[src/rtl/post_neuron_updater.sv]
// Read-modify-write controller for the post-neuron state SRAM: integrate-and-fire events plus leak sweep.
// Build option POST_RESET_SUB_EN: on fire, Vmem = sum - threshold (saturated) instead of 0.
module post_neuron_updater #(
    parameter int unsigned ADDR_WIDTH   = 8,
    parameter int unsigned DATA_WIDTH   = 32,
    parameter int unsigned SRAM_DEPTH   = 256,
    parameter int unsigned WEIGHT_WIDTH = 8,
    parameter int unsigned LEAK_SHIFT   = 4
) (
    input  logic                    CLK,
    input  logic                    RST,
    input  logic                    in_valid,
    output logic                    in_ready,
    input  logic [ADDR_WIDTH-1:0]   in_addr,
    input  logic [WEIGHT_WIDTH-1:0] in_weight,
    input  logic [15:0]             threshold,
    input  logic                    sweep_start,
    output logic                    sweep_busy,
    output logic                    sweep_done,
    output logic                    spike_valid,
    output logic [ADDR_WIDTH-1:0]   spike_addr,
    output logic                    SRAM_CS,
    output logic                    SRAM_WE,
    output logic [ADDR_WIDTH-1:0]   SRAM_A,
    output logic [DATA_WIDTH-1:0]   SRAM_D,
    input  logic [DATA_WIDTH-1:0]   SRAM_Q
);

    typedef enum logic [1:0] {StIdle, StRead, StCalc, StWrite} state_e;

    localparam logic [ADDR_WIDTH-1:0] LastAddr = ADDR_WIDTH'(SRAM_DEPTH - 1);

    state_e                         state_q, state_d;
    logic [ADDR_WIDTH-1:0]          addr_q, addr_d;
    logic signed [WEIGHT_WIDTH-1:0] weight_q, weight_d;
    logic                           sweep_q, sweep_d;
    logic                           in_ready_q, in_ready_d;

    logic                           cs_d, we_d;
    logic [ADDR_WIDTH-1:0]          a_d;
    logic [DATA_WIDTH-1:0]          d_d;
    logic                           spike_valid_d, sweep_done_d;
    logic [ADDR_WIDTH-1:0]          spike_addr_d;

    logic                           accept;
    logic                           fire;
    logic [DATA_WIDTH-1:0]          new_word;

    logic signed [15:0]             vmem, thr_s, vmem_sat, vmem_new;
    logic signed [16:0]             sum;
    logic [11:0]                    cnt, cnt_new;
`ifdef POST_RESET_SUB_EN
    logic signed [17:0]             diff;
`endif

    // A same-cycle sweep_start masks the ready flag so the event is held off.
    assign in_ready   = in_ready_q & ~sweep_start;
    assign sweep_busy = sweep_q;
    assign accept     = in_valid & in_ready;

    // Datapath: only meaningful in CALC, when SRAM_Q holds the word read in READ.
    always_comb begin
        vmem  = SRAM_Q[15:0];
        cnt   = SRAM_Q[27:16];
        thr_s = threshold;
        sum   = 17'(vmem) + 17'(weight_q);
        if (sum[16] != sum[15]) begin
            vmem_sat = sum[16] ? 16'sh8000 : 16'sh7fff;
        end else begin
            vmem_sat = sum[15:0];
        end
        fire     = !sweep_q && (vmem_sat >= thr_s);
        cnt_new  = cnt;
        vmem_new = vmem_sat;
`ifdef POST_RESET_SUB_EN
        diff     = 18'(vmem_sat) - 18'(thr_s);
`endif
        if (sweep_q) begin
            vmem_new = vmem - (vmem >>> LEAK_SHIFT);
        end else if (fire) begin
            cnt_new = cnt + 12'd1;
`ifdef POST_RESET_SUB_EN
            // diff is non-negative when firing; only the positive rail can be exceeded.
            if (diff[17:15] != 3'b000) begin
                vmem_new = 16'sh7fff;
            end else begin
                vmem_new = diff[15:0];
            end
`else
            vmem_new = '0;
`endif
        end
        new_word = {SRAM_Q[31:28], cnt_new, vmem_new};
    end

    always_comb begin
        state_d  = state_q;
        addr_d   = addr_q;
        weight_d = weight_q;
        sweep_d  = sweep_q;
        unique case (state_q)
            StIdle: begin
                if (sweep_start) begin
                    state_d = StRead;
                    addr_d  = '0;
                    sweep_d = 1'b1;
                end else if (accept) begin
                    state_d  = StRead;
                    addr_d   = in_addr;
                    weight_d = in_weight;
                    sweep_d  = 1'b0;
                end
            end
            StRead:  state_d = StCalc;
            StCalc:  state_d = StWrite;
            StWrite: begin
                if (sweep_q && (addr_q != LastAddr)) begin
                    state_d = StRead;
                    addr_d  = addr_q + ADDR_WIDTH'(1);
                end else begin
                    state_d = StIdle;
                    sweep_d = 1'b0;
                end
            end
            default: state_d = StIdle;
        endcase
    end

    // Outputs are registered, so their next values follow the next state.
    always_comb begin
        in_ready_d    = (state_d == StIdle);
        cs_d          = (state_d == StRead) || (state_d == StWrite);
        we_d          = (state_d == StWrite);
        a_d           = addr_d;
        d_d           = (state_d == StWrite) ? new_word : '0;
        spike_valid_d = (state_d == StWrite) && fire;
        spike_addr_d  = spike_valid_d ? addr_q : spike_addr;
        sweep_done_d  = (state_d == StWrite) && sweep_q && (addr_q == LastAddr);
    end

    always_ff @(posedge CLK) begin
        if (RST) begin
            state_q     <= StIdle;
            addr_q      <= '0;
            weight_q    <= '0;
            sweep_q     <= 1'b0;
            in_ready_q  <= 1'b1;
            SRAM_CS     <= 1'b0;
            SRAM_WE     <= 1'b0;
            SRAM_A      <= '0;
            SRAM_D      <= '0;
            spike_valid <= 1'b0;
            spike_addr  <= '0;
            sweep_done  <= 1'b0;
        end else begin
            state_q     <= state_d;
            addr_q      <= addr_d;
            weight_q    <= weight_d;
            sweep_q     <= sweep_d;
            in_ready_q  <= in_ready_d;
            SRAM_CS     <= cs_d;
            SRAM_WE     <= we_d;
            SRAM_A      <= a_d;
            SRAM_D      <= d_d;
            spike_valid <= spike_valid_d;
            spike_addr  <= spike_addr_d;
            sweep_done  <= sweep_done_d;
        end
    end

endmodule

[config.mk]
export PLATFORM = sky130hd
export DESIGN_NAME = post_neuron_updater
export DESIGN_NICKNAME = d
export VERILOG_FILES = /design/src/rtl/post_neuron_updater.sv
export SDC_FILE = /design/constraint.sdc
export NUM_CORES = 1
export LEC_CHECK = 0
export CAP_MARGIN = 10
export CORE_MARGIN = 10
export CORE_UTILIZATION = 44
export CTS_CLUSTER_DIAMETER = 40
export CTS_CLUSTER_SIZE = 30
export DETAILED_ROUTE_END_ITERATION = 16
export PLACE_DENSITY = 0.89
export SKIP_LAST_GASP = 1
export SYNTH_ARGS = -nofsm -noshare
export SYNTH_HDL_FRONTEND = slang
export SYNTH_SLANG_ARGS = --single-unit
export TNS_END_PERCENT = 50
[constraint.sdc]
create_clock -name CLK -period 5.5 [get_ports CLK]
set_clock_uncertainty 0.05 [all_clocks]
set_input_delay 0.55 -clock CLK [delete_from_list [all_inputs] [get_ports CLK]]
set_output_delay 0.55 -clock CLK [all_outputs]
set_load 0.02 [all_outputs]
==> qor.yml, run 1 <==
run_status:
  status: "finished, final reports clean"
global_route:
  grt_busiest_layer: "met2"
  grt_max_degree: 29
  overflow: 0
  grtUsageMet3_pct: 4.13
  grt_pass1_vias: 4760
  met2_usage_pct: 33.6
  grtUsageTotal_pct: 19.2
  grt_pass1_wl_mm: 23.0
  antenna_found_initial: 0
  met1_usage_pct: 22.7
detailed_routing:
  route.detailed.drc: 0
  ant_nets: 0
  num_vias: 4659
  viasPerCell: 5.37
  drt-total-wl_mm: 14.5
  drt_pass1_iterations: 5
  drtIter0Drc: 291
  wire_per_inst_um: 16.7
timing:
  setup_viol: 0
  slew_headroom_pct: 33.7
  finalHoldViolCount: 0
  fin_crit_sh_pct: 96.6
  period_needed_ns: 5.31
  fmax_ghz: 0.188
  worst_slew_pin_slew_ns: 0.991
  timing.hold.ws_ns: 0.420
  final_max_slew_viol_count: 0
  setup_tns_ns: 0
yosys:
  async_flop_share_pct: 0
  synth_cells: 550
  synth_top_area_share_pct: 28.6
  ys_warn_count: 0
  seq_area_frac_synth_pct: 28.6
  synth_fp_nets: 674
  ys_ff_latch: 63
  synth_ff_type: "dfxtp_1"
  synth_edf_count: 0
  synth_area_sq_mm: 0.00440
  syn_area_per_cell_sq_um: 8.01
  synth_top_area_cell: "dfxtp_1"
  ys_types: 58
  synthTopCellsByArea: "dfxtp_1 (29%), ha_1 (15%), a21oi_1 (4.9%)"
min_path:
  min_path_type: "flip-flop to flip-flop"
  min_from: "weight_q[0]"
  min_path_cells: 2
  whs_endpoint: "weight_q[0]"
critical_path:
  worstPathBufferInverterCount: 3
  critPathMaxFanout: 14
  critical_path_class: "primary input to flip-flop"
  r2r-end: "spike_addr[3]"
  critPathSlowestCell: "clkdlybuf4s50_1"
  timing.critical_path.required_ns: 5.65
  rrSetupSlack_ns: 0.30
  slowest_delay_ns: 0.48
  critPathCaptureType: "flip-flop"
  reg2reg_from: "weight_q[7]"
  cpMostUsedCell: "o21ai_1"
  crit_family: "compound AO/OA/AOI/OAI gates"
  reg2regPathDepth: 23
  cp.arrival_ns: 5.47
  cp-start-kind: "primary input"
clocking:
  cts.clk_slew.worst_paths_ns: 0.08
  worstSkewPairLatency_ns: 0.36
  cts.sinks: 63
  cts-buffers-inserted: 9
  h-tree-depth: 3
  cts_tree: "built"
  max-clock-path-buffers: 2
  cts-root-buf: "clkbuf_8"
pwr:
  p_leak_nw: 2.76
  comb_power_share_pct: 53.3
  vdd_drop_max_v: 0.000174
  p_int_w: 0.00138
  power_switching_w: 0.000938
  p_clk_share_pct: 21.0
  pwr-share-seq_pct: 25.7
  p_per_area_mw_per_mm2: 356
  p_sw_share_pct: 40.5
job:
  cap_viol_max_count: 0
finish:
  layout.nets: 854
  area.growth.synth_to_final_pct: 47.8
  multiInputGateArea_sq_mm: 0.00299
  final_common_cell: "clkdlybuf4s50_1"
  fillerInstances: 803
  mostFrequentLayoutCells: "clkdlybuf4s50_1 (120), dfxtp_1 (63), buf_4 (61)"
  diodes: 0
  drive_above_1_share_pct: 14.1
  register_area_sq_mm: 0.00126
floorplanning:
  die_area_sq_mm: 0.0144
  start_util_pct: 45.1
  die_w_um: 120
  core_area_sq_mm: 0.00977
  row_count: 36
  pin_count: 122
  die_y_um: 120
placed_design:
  place.gp.congestion: 0.960
  hpwl_mm: 11.7
  io_buffers: 121
## layout make-up
| type | count | area share (%) |
|---|---|---|
| Clock buffer | 10 | 2.11 |
| Clock inverter | 6 | 1.42 |
| Inverter | 45 | 2.59 |
| Multi-Input combinational cell | 427 | 45.9 |
| Sequential cell | 63 | 19.4 |
| Tap cell | 133 | 2.56 |
| Timing Repair Buffer | 184 | 26.1 |
## cell usage after synthesis, drive strengths merged (3+ instances only)
master and count:
a211oi 14, o2bb2ai 4, o21a 4, o22ai 4
nand3 14, a21o 7, nand2 51, mux2i 9
o31ai 7, xnor2 14, or2 4, xor2 21
o21ai 31, nor3 7, nand2b 8, buf 3
nand4 10, nor2b 11, and2 10, and3 6
a21oi 43, dfxtp 63, a22oi 6, clkbuf 12
inv 45, nor2 57, ha 54
## metal layers
metal / vias up / routed length, um
met1: 2147 / 5990
met4: 0 / 288
met3: 27 / 980
li1: 2304 / -
met5: - / 0
met2: 181 / 7270
## repair_timing
item                                    in CTS  in global routing
setup buffers                                0                  1
gates resized for setup                      0                 28
endpoints found under the setup margin       0                 36
hold buffers                                 0                  0
## state kept, by name, indices dropped and copies added (netlist names), 8 cells and up
register    count
spike_addr      8
weight_q        8
SRAM_D         32
addr_q          8
## worst max path at each step
stage,to,slack (ns),depth (start not counted),start
2_1_floorplan,SRAM_D[9],0.26,22,SRAM_Q[1]
3_3_place_gp,spike_addr[1],-0.07,25,SRAM_Q[1]
3_5_place_dp,spike_addr[7],-0.28,25,SRAM_Q[1]
4_1_cts,spike_addr[7],0.08,25,SRAM_Q[1]
5_1_grt,spike_addr[3],-0.03,26,SRAM_Q[6]
6_report,spike_addr[3],0.19,25,SRAM_Q[3]
## power groups by stage
stage,clock [W],combinational (W),sequential (W)
3_3_place_gp,0,0.00113,0.000598
4_1_cts,0.000490,0.00119,0.000592
5_1_grt,0.000508,0.00135,0.000608
6_report,0.000486,0.00124,0.000595
3_5_place_dp,0,0.00118,0.000602
2_1_floorplan,0,0.000630,0.000646
## logic make-up after synthesis
logic type                 Yosys count  synth area share [%]
adders and majority gates           56                  16.3
xor gates and xnor gates            35                  6.96
DFF                                 63                  28.6
AOI/OAI and AO/OA                  143                  20.9
muxes                                9                  2.05
and+or+nand+nor                    184                  19.8
buffers and inverters               60                  5.40
## per-stage QoR
step / util [%] / cell area (sq um) / setup slack (ns) / power, W / instances
after floorplan: - / 4400 / 0.265 / 0.00128 / 550
after global placement: 63.3 / 6180 / -0.0721 / 0.00173 / 850
after detailed placement: 63.3 / 6180 / -0.281 / 0.00178 / 850
after CTS: 65.6 / 6410 / 0.0759 / 0.00227 / 866
after global routing: 66.6 / 6510 / -0.0280 / 0.00246 / 868
final: 66.6 / 6510 / 0.187 / 0.00232 / 868
## tightest hold or removal path: stages (launching register included)
cell and delay (ns):
dfxtp_1 0.32, nand2_1 0.05, a21oi_1 0.05
Power figures use the tool's default switching activity.
==> inputs of run 2 (changes only) <==
--- a/config.mk
+++ b/config.mk
@@ -5,6 +5,7 @@
 export SDC_FILE = /design/constraint.sdc
 export NUM_CORES = 1
 export LEC_CHECK = 0
+export ABC_CLOCK_PERIOD_IN_PS = 5500
 export CAP_MARGIN = 10
 export CORE_MARGIN = 10
 export CORE_UTILIZATION = 44
==> results of run 2 <==
Same layout as run 1: the final DEF is identical, and so are final timing and power.
